==> config.mk <==
export PLATFORM = sky130hd
export DESIGN_NAME = xiyiji_washer
export DESIGN_NICKNAME = d
export VERILOG_FILES = /design/src/rtl/xiyiji_pkg.sv /design/src/rtl/xiyiji_tick_gen.sv /design/src/rtl/xiyiji_washer.sv
export SDC_FILE = /design/constraint.sdc
export NUM_CORES = 1
export LEC_CHECK = 0
export BUFFER_PORTS_ARGS = -buffer_cell sky130_fd_sc_hd__buf_2
export CORE_MARGIN = 4
export CORE_UTILIZATION = 40
export CTS_CLUSTER_DIAMETER = 120
export DETAILED_ROUTE_END_ITERATION = 7
export SLEW_MARGIN = 20
export SYNTH_ARGS = -nofsm -noshare
export SYNTH_HDL_FRONTEND = slang
export SYNTH_HIERARCHICAL = 1
export SYNTH_SLANG_ARGS = --single-unit
export TNS_END_PERCENT = 1
==> constraint.sdc <==
create_clock -name clk -period 3.86 [get_ports clk]
set_input_delay 0.772 -clock clk [delete_from_list [all_inputs] [get_ports clk]]
set_output_delay 0.772 -clock clk [all_outputs]
set_load 0.01 [all_outputs]
==> src/rtl/xiyiji_pkg.sv <==
// Washing-machine controller shared types: state codes, program codes,
// actuator bundle, default durations and per-program helpers.
package xiyiji_pkg;

  localparam int unsigned STATE_W = 4;
  localparam int unsigned MODE_W  = 2;
  localparam int unsigned COUNT_W = 6;
  localparam int unsigned TIME_W  = 4;
  localparam int unsigned TMP_W   = 2;

  localparam int unsigned T_INLET_DEF = 5;
  localparam int unsigned T_RUN_DEF   = 4;
  localparam int unsigned T_PAUSE_DEF = 1;
  localparam int unsigned T_DRAIN_DEF = 5;
  localparam int unsigned T_DRY_DEF   = 6;

  typedef enum logic [STATE_W-1:0] {
    ST_IDLE   = 4'd0,
    ST_INLET  = 4'd1,
    ST_FWD    = 4'd2,
    ST_PAUSE1 = 4'd3,
    ST_REV    = 4'd4,
    ST_PAUSE2 = 4'd5,
    ST_DRAIN  = 4'd6,
    ST_DRY    = 4'd7,
    ST_DONE   = 4'd8,
    ST_EMERG  = 4'd9
  } state_e;

  typedef enum logic [MODE_W-1:0] {
    MODE_FULL  = 2'd0,
    MODE_WASH  = 2'd1,
    MODE_RINSE = 2'd2,
    MODE_DRY   = 2'd3
  } mode_e;

  typedef struct packed {
    logic zheng;
    logic fan;
    logic inlet;
    logic drain;
    logic dry;
  } act_t;

  // Number of fwd/pause/rev/pause wash cycles in a program
  function automatic logic [TMP_W-1:0] mode_cycles(input logic [MODE_W-1:0] m);
    case (m)
      MODE_FULL, MODE_WASH: return TMP_W'(3);
      MODE_RINSE:           return TMP_W'(1);
      default:              return TMP_W'(0);
    endcase
  endfunction

  // Every program except dry-only starts by filling with water
  function automatic logic mode_has_inlet(input logic [MODE_W-1:0] m);
    return (m != MODE_DRY);
  endfunction

  // Full and dry-only programs end with a spin-dry phase
  function automatic logic mode_has_dry(input logic [MODE_W-1:0] m);
    return (m == MODE_FULL) || (m == MODE_DRY);
  endfunction

  // Total program length in seconds for the given phase durations
  function automatic logic [COUNT_W-1:0] mode_total(input logic [MODE_W-1:0] m,
                                                    input int unsigned t_inlet,
                                                    input int unsigned t_run,
                                                    input int unsigned t_pause,
                                                    input int unsigned t_drain,
                                                    input int unsigned t_dry);
    int unsigned sum;
    sum = 32'(mode_cycles(m)) * (2 * t_run + 2 * t_pause) + t_drain;
    if (mode_has_inlet(m)) sum = sum + t_inlet;
    if (mode_has_dry(m))   sum = sum + t_dry;
    return COUNT_W'(sum);
  endfunction

endpackage

==> src/rtl/xiyiji_tick_gen.sv <==
// One-second tick generator: registered one-clock pulse every TICK_DIV clocks
// (constantly high when TICK_DIV is 1).
module xiyiji_tick_gen
  import xiyiji_pkg::*;
#(
  parameter int unsigned TICK_DIV = 1
) (
  input  logic clk_i,
  input  logic rst_i,
  output logic tick_o
);

  localparam int unsigned CNT_W = (TICK_DIV > 1) ? $clog2(TICK_DIV) : 1;
  localparam logic [CNT_W-1:0] LAST = CNT_W'((TICK_DIV > 1) ? (TICK_DIV - 1) : 0);

  logic [CNT_W-1:0] cnt_q, cnt_d;
  logic             tick_q, tick_d;

  // Divider count and the pulse that lines up with its terminal value
  always_comb begin
    cnt_d  = (cnt_q == LAST) ? '0 : CNT_W'(cnt_q + 1'b1);
    tick_d = (cnt_d == LAST);
  end

  // Divider registers
  always_ff @(posedge clk_i) begin
    if (rst_i) begin
      cnt_q  <= '0;
      tick_q <= (LAST == '0);
    end else begin
      cnt_q  <= cnt_d;
      tick_q <= tick_d;
    end
  end

  assign tick_o = tick_q;

endmodule

==> src/rtl/xiyiji_washer.sv <==
// Washing-machine program controller: select cycles through four programs,
// a start edge runs the chosen one as a timed phase sequence, emergency
// parks the machine in an alarm state.
// Optional build macro XIYIJI_DONE_ALARM_EN: beep alarm for 3 ticks on DONE entry.
module xiyiji_washer
  import xiyiji_pkg::*;
#(
  parameter int unsigned TICK_DIV = 1,
  parameter int unsigned T_INLET  = T_INLET_DEF,
  parameter int unsigned T_RUN    = T_RUN_DEF,
  parameter int unsigned T_PAUSE  = T_PAUSE_DEF,
  parameter int unsigned T_DRAIN  = T_DRAIN_DEF,
  parameter int unsigned T_DRY    = T_DRY_DEF
) (
  input  logic               clk,
  input  logic               rst,
  input  logic               select,
  input  logic               start,
  input  logic               emergency,
  output logic               zheng,
  output logic               fan,
  output logic               inlet,
  output logic               drain,
  output logic               dry,
  output logic               ledzheng,
  output logic               ledfan,
  output logic               ledinlet,
  output logic               leddrain,
  output logic               leddry,
  output logic               ledstop,
  output logic               alarm,
  output logic [MODE_W-1:0]  mode_c,
  output logic [COUNT_W-1:0] count,
  output logic [STATE_W-1:0] c_s,
  output logic [TIME_W-1:0]  time_c,
  output logic               enable,
  output logic [TMP_W-1:0]   tmp
);

  state_e             state_q, state_d, adv_s;
  logic [MODE_W-1:0]  mode_q, mode_d;
  logic [COUNT_W-1:0] count_q, count_d;
  logic [TIME_W-1:0]  time_q, time_d;
  logic [TMP_W-1:0]   tmp_q, tmp_d;
  logic               enable_q, enable_d;
  act_t               act_q, act_d;
  logic               ledstop_q, ledstop_d;
  logic               alarm_q, alarm_d;
  logic               select_q, start_q;
  logic               sel_edge, start_edge;
  logic               tick;
  logic               beep_on;

  xiyiji_tick_gen #(.TICK_DIV(TICK_DIV)) u_tick (
    .clk_i  (clk),
    .rst_i  (rst),
    .tick_o (tick)
  );

  assign sel_edge   = select & ~select_q;
  assign start_edge = start & ~start_q;

  // Seconds spent in each timed phase
  function automatic logic [TIME_W-1:0] dur(input state_e s);
    case (s)
      ST_INLET:             return TIME_W'(T_INLET);
      ST_FWD, ST_REV:       return TIME_W'(T_RUN);
      ST_PAUSE1, ST_PAUSE2: return TIME_W'(T_PAUSE);
      ST_DRAIN:             return TIME_W'(T_DRAIN);
      ST_DRY:               return TIME_W'(T_DRY);
      default:              return '0;
    endcase
  endfunction

  // Next-state, counters and decoded actuator outputs
  always_comb begin
    state_d  = state_q;
    adv_s    = state_q;
    mode_d   = mode_q;
    count_d  = count_q;
    time_d   = time_q;
    tmp_d    = tmp_q;
    enable_d = enable_q;
    act_d    = '0;

    if (sel_edge && !enable_q) mode_d = MODE_W'(mode_q + 1'b1);

    if (emergency) begin
      state_d  = ST_EMERG;
      enable_d = 1'b0;
    end else begin
      case (state_q)
        ST_IDLE, ST_DONE: begin
          if (start_edge) begin
            state_d  = mode_has_inlet(mode_q) ? ST_INLET : ST_DRAIN;
            time_d   = mode_has_inlet(mode_q) ? dur(ST_INLET) : dur(ST_DRAIN);
            count_d  = mode_total(mode_q, T_INLET, T_RUN, T_PAUSE, T_DRAIN, T_DRY);
            tmp_d    = '0;
            enable_d = 1'b1;
          end
        end
        ST_EMERG: begin
          state_d  = ST_IDLE;
          count_d  = '0;
          time_d   = '0;
          enable_d = 1'b0;
        end
        default: begin
          if (tick) begin
            count_d = COUNT_W'(count_q - 1'b1);
            time_d  = TIME_W'(time_q - 1'b1);
            if (time_q == TIME_W'(1)) begin
              case (state_q)
                ST_INLET:  adv_s = ST_FWD;
                ST_FWD:    adv_s = ST_PAUSE1;
                ST_PAUSE1: adv_s = ST_REV;
                ST_REV:    adv_s = ST_PAUSE2;
                ST_PAUSE2: begin
                  tmp_d = TMP_W'(tmp_q + 1'b1);
                  adv_s = ((3'(tmp_q) + 3'd1) < 3'(mode_cycles(mode_q))) ? ST_FWD : ST_DRAIN;
                end
                ST_DRAIN:  adv_s = mode_has_dry(mode_q) ? ST_DRY : ST_DONE;
                ST_DRY:    adv_s = ST_DONE;
                default:   adv_s = ST_IDLE;
              endcase
              state_d = adv_s;
              time_d  = dur(adv_s);
              if (adv_s == ST_DONE) begin
                count_d  = '0;
                enable_d = 1'b0;
              end
            end
          end
        end
      endcase
    end

    case (state_d)
      ST_INLET: act_d.inlet = 1'b1;
      ST_FWD:   act_d.zheng = 1'b1;
      ST_REV:   act_d.fan   = 1'b1;
      ST_DRAIN: act_d.drain = 1'b1;
      ST_DRY:   act_d.dry   = 1'b1;
      default:  act_d       = '0;
    endcase

    ledstop_d = (state_d == ST_IDLE) || (state_d == ST_DONE) || (state_d == ST_EMERG);
  end

`ifdef XIYIJI_DONE_ALARM_EN
  logic [1:0] beep_q, beep_d;

  // Beep countdown: armed on DONE entry, drains one step per tick while parked in DONE
  always_comb begin
    beep_d = '0;
    if (state_d == ST_DONE) begin
      if (state_q != ST_DONE)             beep_d = 2'd3;
      else if (tick && (beep_q != 2'd0))  beep_d = 2'(beep_q - 2'd1);
      else                                beep_d = beep_q;
    end
  end

  // Beep countdown register
  always_ff @(posedge clk) begin
    if (rst) beep_q <= '0;
    else     beep_q <= beep_d;
  end

  assign beep_on = (beep_d != 2'd0);
`else
  assign beep_on = 1'b0;
`endif

  assign alarm_d = (state_d == ST_EMERG) | beep_on;

  // State and output registers
  always_ff @(posedge clk) begin
    if (rst) begin
      state_q   <= ST_IDLE;
      mode_q    <= '0;
      count_q   <= '0;
      time_q    <= '0;
      tmp_q     <= '0;
      enable_q  <= 1'b0;
      act_q     <= '0;
      ledstop_q <= 1'b1;
      alarm_q   <= 1'b0;
      select_q  <= 1'b0;
      start_q   <= 1'b0;
    end else begin
      state_q   <= state_d;
      mode_q    <= mode_d;
      count_q   <= count_d;
      time_q    <= time_d;
      tmp_q     <= tmp_d;
      enable_q  <= enable_d;
      act_q     <= act_d;
      ledstop_q <= ledstop_d;
      alarm_q   <= alarm_d;
      select_q  <= select;
      start_q   <= start;
    end
  end

  assign zheng    = act_q.zheng;
  assign fan      = act_q.fan;
  assign inlet    = act_q.inlet;
  assign drain    = act_q.drain;
  assign dry      = act_q.dry;
  assign ledzheng = act_q.zheng;
  assign ledfan   = act_q.fan;
  assign ledinlet = act_q.inlet;
  assign leddrain = act_q.drain;
  assign leddry   = act_q.dry;
  assign ledstop  = ledstop_q;
  assign alarm    = alarm_q;
  assign mode_c   = mode_q;
  assign count    = count_q;
  assign c_s      = state_q;
  assign time_c   = time_q;
  assign enable   = enable_q;
  assign tmp      = tmp_q;

endmodule

==> flow_summary.toml, run 1 <==
[finish]
fillers = 423
final_common_cell = "buf_2"
layout_common_cells = "buf_2, dfxtp_1, nor2_1"
drive_above_1_share_pct = 22.0
finalNetCount = 249
area.growth.synth_to_final_pct = 12.4
diodes = 0

[sta]
worst_pin_slew_ps = 707
slew_viol_final = 0
timing.fmax_ghz = 0.350
final-setup-viol-count = 0
rsz0062_at_grt = "no"
final.setup.tns_ps = 0
period_needed_ps = 2860
finalCritPeriodShare_pct = 74.0
fin_skew_ps = 4.59
holdWs_ps = 499
slew_headroom_pct = 52.7
hold_viol_final = 0

[detailed_routing]
drtPass1Iterations = 4
top_layer = "met4"
wl_per_cell_um = 14.1
initialDrtViolationCount = 168
drt-total-wl_mm = 3.99
ant_nets = 0
wl_met2_mm = 1.80
wl_met3_um = 146
drt-met1-wl_mm = 2.00
drc = 0
viasPerCell = 5.40
via_count = 1522

[placed_design]
portBuffers = 35
place.gp.congestion = 0.798
dp_hpwl_mm = 2.81

[critical_path]
crit_path_max_incr_delay_ps = 450
path_class = "flop to flop"
rrSetupSlack_ps = 1000
r2r_cells = 8
r2r-start = "mode_c[0]"
critPathMaxFanout = 7
cp-start-kind = "flop"
crit_family = "compound AO/OA/AOI/OAI gates"
critical_path_required_ps = 4030
cpMaxStageDelayCell = "dfxtp_1"
path_cells = "inv_1 -> ha_1 -> or2_2 -> fa_1 -> o311a_1 -> o32a_1 -> o311a_4 -> a311o_1"
regToRegEndpoint = "ledstop"
worst-path-buf-inv = 1
crit_arrival_ps = 3030
end_kind = "flop"

[cts]
cts_inserted_buffers = 3
cts_setup_buffers = 0
htreeDepth = 1
clockBufferDepth = 2
clkLatencyLatePin_ps = 280
cts_tree = "yes"
cts_sinks = 28
cts.repair.resized = 0
cts.clk_slew.worst_paths_ps = 100
ctsHoldBuffers = 0
root_buffer = "clkbuf_8"

[global_routing]
grt_use_total_pct = 15.2
grt_pass1_wl_mm = 6.49
antenna_found_initial = 0
grt_max_degree = 25
grt.overflow.total = 0
grt_pass1_vias = 1348

[yosys]
synth_warnings = 6
ys_ff_latch = 28
synth.area.top_cells = "dfxtp_1, ha_1, a21oi_1"
syn_nets = 226
synth-edff-count = 0
netlist_area_um2 = 1760
ys_seq_area_share_pct = 31.9
dominantRegCellSynth = "dfxtp_1"
yosysTopAreaCell = "dfxtp_1"
synth_cell_types = 54
ys_async_sr_fraction_pct = 0
syn_inst = 210
syn_avg_cell_area_um2 = 8.36
netlist.area_leader.share_pct = 31.9

[power_and_ir_drop]
combPwrFrac_pct = 22.8
clock_power_share_pct = 32.3
cellLeakagePower_nw = 0.797
p_switching_uw = 215
ir_worst_vdd_mv = 0.240
power.share.sequential_pct = 45.0
internal-power_uw = 513
switching_share_pct = 29.5
power_uw = 728
powerDensity_nw_per_um2 = 369

[floorplanning]
dieArea_um2 = 5510
start_util_pct = 42.7
rows = 23
num_io_pins = 36
die_x_um = 74.2
core-area_um2 = 4120
die_h_um = 74.2

[outcome]
outcome = "completed"

[worst_hold_path]
holdPathStages = 2
hp-class = "flop to flop"
whs_endpoint = "time_c[1]"
hp-start = "time_c[1]"

[flow_run]
drv_cap = 0
worst register-to-register path: cells and delay by family (launching register included):
kind	cells	cell delay, ps
adder cells (fa/ha/maj)	2	660
AND/OR/NAND/NOR	1	290
AO/OA/AOI/OAI	4	1250
flip-flops	1	450
buffers and inverters	1	110
power by group through the flow:
stage               Clock [mW]  Sequential (mW)  Combinational (mW)
global route             0.255            0.332               0.186
finish                   0.235            0.328               0.166
CTS                      0.243            0.327               0.166
global placement             0            0.334               0.166
floorplan                    0            0.334               0.122
detailed placement           0            0.334               0.164
state kept, by name (all words and copies together), names as in the netlist, 2 cells and up:
name / flops
mode_c: 2
time_c: 4
count: 6
c_s: 4
tmp: 2
layer usage:
metal	GRT usage, %	vias up
li1	-	794
met1	22.4	700
met2	22.5	23
met3	2.97	5
met4	4.15	0
met5	0	-
metrics by stage:
step / instances / area, µm² / util (%) / setup WS, ps
after floorplan: 210 / 1760 / - / 1090
after global placement: 278 / 1900 / 46.1 / 1060
after detailed placement: 278 / 1900 / 46.1 / 1040
after CTS: 282 / 1970 / 47.8 / 996
after global routing: 282 / 1970 / 47.9 / 870
final: 282 / 1970 / 47.9 / 1000
synth_stat cells (all sizes together), types with 3 or more instances:
| cell | n |
|---|---|
| nor4 | 5 |
| or3b | 3 |
| dfxtp | 28 |
| nor3b | 4 |
| inv | 9 |
| a211oi | 4 |
| or4 | 4 |
| nor2 | 18 |
| nand2b | 4 |
| a31oi | 3 |
| nor2b | 8 |
| o21ai | 10 |
| nand2 | 16 |
| buf | 13 |
| o31ai | 3 |
| nor3 | 16 |
| nand3 | 5 |
| a21oi | 13 |
| clkbuf | 4 |
| ha | 10 |
cell type report:
type,instances,area (µm²),area share (%)
clock buffers,3,41.3,2.09
clock inverters,1,30.0,1.52
inverters,9,33.8,1.71
multi-input cells,156,1070,54.2
flip-flops and latches,28,561,28.4
well taps,50,62.6,3.17
repair buffers,35,175,8.88
worst max-delay path by stage:
stage	startpoint	endpoint	cells past startpoint
floorplan	mode_c[0]	ledstop	8
global placement	mode_c[0]	ledstop	8
detailed placement	mode_c[0]	ledstop	8
CTS	mode_c[0]	ledstop	8
global route	mode_c[0]	time_c[0]	8
finish	mode_c[0]	ledstop	8
kinds of logic (layout without fill, tap and decap cells):
family          after synthesis  count (layout)  share of synthesized area, %
fa+ha+maj                    11              11                          8.27
other cells                   1               1                         0.214
mux                           3               3                          1.78
simple gates                 94              94                          31.4
flops                        28              28                          31.9
buf+inv                      26              48                          7.48
compound gates               45              45                          18.0
xor+xnor                      2               2                         0.998
Note: power is estimated with default switching activity, not from simulation.
==> inputs of run 2 (changes only) <==
- clock period: 3.86 -> 2.9 ns (I/O delays scaled with it)
==> flow_summary.toml, run 2 (synthesis results as in run 1) <==
[sta]
timing.fmax_ghz = 0.367
finalCritPeriodShare_pct = 94.0
holdWs_ps = 498
fin_skew_ps = 5.56
slew_headroom_pct = 48.7
rsz0062_at_grt = "no"
slew_viol_final = 0
setup_slack_ps = 174
period_needed_ps = 2730
hold_viol_final = 0
worst_pin_slew_ps = 766
final-setup-viol-count = 0
final.setup.tns_ps = 0

[power_and_ir_drop]
internal-power_uw = 692
p_switching_uw = 300
switching_share_pct = 30.3
combPwrFrac_pct = 24.1
clock_power_share_pct = 32.3
powerDensity_nw_per_um2 = 493
cellLeakagePower_nw = 0.822
ir_worst_vdd_mv = 0.279
power.share.sequential_pct = 43.6

[global_routing]
antenna_found_initial = 0
grt_use_total_pct = 16.2
grt_pass1_wl_mm = 7.00
grt_pass1_vias = 1479
grt_max_degree = 25
grt.overflow.total = 0

[cts]
ctsHoldBuffers = 0
root_buffer = "clkbuf_8"
cts_tree = "yes"
cts.clk_slew.worst_paths_ps = 110
cts_inserted_buffers = 3
htreeDepth = 1
clockBufferDepth = 2
clkLatencyLatePin_ps = 280
cts_sinks = 28

[placed_design]
place_area_um2 = 1930
dpl_worst_slack_ps = 135
portBuffers = 35
place.gp.congestion = 0.809
dp_hpwl_mm = 3.00
placed_cells = 283

[worst_hold_path]
hp-class = "flop to flop"
whs_endpoint = "tmp[1]"
hp-start = "tmp[1]"
holdPathStages = 2

[floorplanning]
die_h_um = 74.2
dieArea_um2 = 5510
num_io_pins = 36
die_x_um = 74.2
core-area_um2 = 4120
rows = 23
start_util_pct = 42.7

[finish]
area.growth.synth_to_final_pct = 14.6
layout_common_cells = "buf_2, dfxtp_1, nor2_1"
stdcell_area_um2 = 2010
fin_cells = 287
drive_above_1_share_pct = 24.5
diodes = 0
final_common_cell = "buf_2"
largest_register_ffs = 6
finalNetCount = 254

[critical_path]
critPathMaxFanout = 7
end_kind = "flop"
r2r_cells = 8
regToRegEndpoint = "ledstop"
crit_path_max_incr_delay_ps = 430
rrSetupSlack_ps = 170
cpMaxStageDelayCell = "fa_1"
r2r-start = "mode_c[1]"
crit_arrival_ps = 2910
path_class = "flop to flop"
cp-start-kind = "flop"
path_cells = "inv_1 -> ha_1 -> or2_2 -> fa_1 -> o311a_1 -> o32a_1 -> o311a_4 -> a311o_1"
critical_path_required_ps = 3090

[detailed_routing]
initialDrtViolationCount = 152
via_count = 1569
wl_per_cell_um = 14.5
viasPerCell = 5.47
drt-total-wl_mm = 4.17
drtPass1Iterations = 4
drc = 0
ant_nets = 0

[flow_run]
drv_cap = 0

[outcome]
outcome = "completed"
run 2: cell types whose count changed in the layout (fill, tap and decap cells not counted), sizes merged:
cell / before / now
buf: 35 / 40
run 2: layer usage:
metal	part of all wire [%]	routed length [µm]	vias up	GRT usage [%]
li1	-	-	809	-
met1	49	2050	720	22.8
met2	45	1890	31	24.7
met3	4.5	186	9	3.92
met4	1.1	44	0	4.35
met5	0	0	-	0
run 2: area by class of cell:
| class | instances | area (µm²) |
|---|---|---|
| clock buffers | 3 | 41.3 |
| clock inverters | 1 | 30.0 |
| fillers | 405 | 2100 |
| inverters | 9 | 33.8 |
| multi-input cells | 156 | 1070 |
| flip-flops and latches | 28 | 562 |
| well taps | 50 | 62.6 |
| repair buffers | 40 | 213 |
run 2: timing repair:
action                                 CTS  global route
resized for setup                        0             2
setup endpoints to repair                0             2
setup buffers                            0             0
endpoints found under the hold margin    0             0
run 2: power by group through the flow:
stage / logic (mW) / registers [mW] / clock network (mW)
after CTS: 0.238 / 0.431 / 0.328
final: 0.239 / 0.432 / 0.321
after floorplan: 0.163 / 0.444 / 0
after detailed placement: 0.236 / 0.440 / 0
after global placement: 0.236 / 0.440 / 0
after global routing: 0.269 / 0.436 / 0.342
run 2: worst max-delay path: cells and delay by family, from the launching register on:
family | cells | cell delay (ps)
AOI/OAI and AO/OA | 4 | 1240
adders and majority gates | 2 | 630
buffers and inverters | 1 | 90
DFF | 1 | 380
and+or+nand+nor | 1 | 290
run 2: how the worst max path moves through the flow:
| stage | from | slack, ps | to | cells after the start |
|---|---|---|---|---|
| global route | mode_c[1] | 30 | ledstop | 8 |
| detailed placement | mode_c[1] | 130 | ledstop | 8 |
| global placement | mode_c[1] | 180 | ledstop | 8 |
| floorplan | mode_c[0] | 130 | ledstop | 8 |
| finish | mode_c[1] | 170 | ledstop | 8 |
| CTS | mode_c[1] | 100 | ledstop | 8 |
run 2: stage by stage:
stage / utilization [%] / power [mW]
6_report: 48.9 / 0.992
5_1_grt: 48.9 / 1.05
4_1_cts: 48.7 / 0.997
3_5_place_dp: 47.0 / 0.676
3_3_place_gp: 47.0 / 0.676
2_1_floorplan: - / 0.607
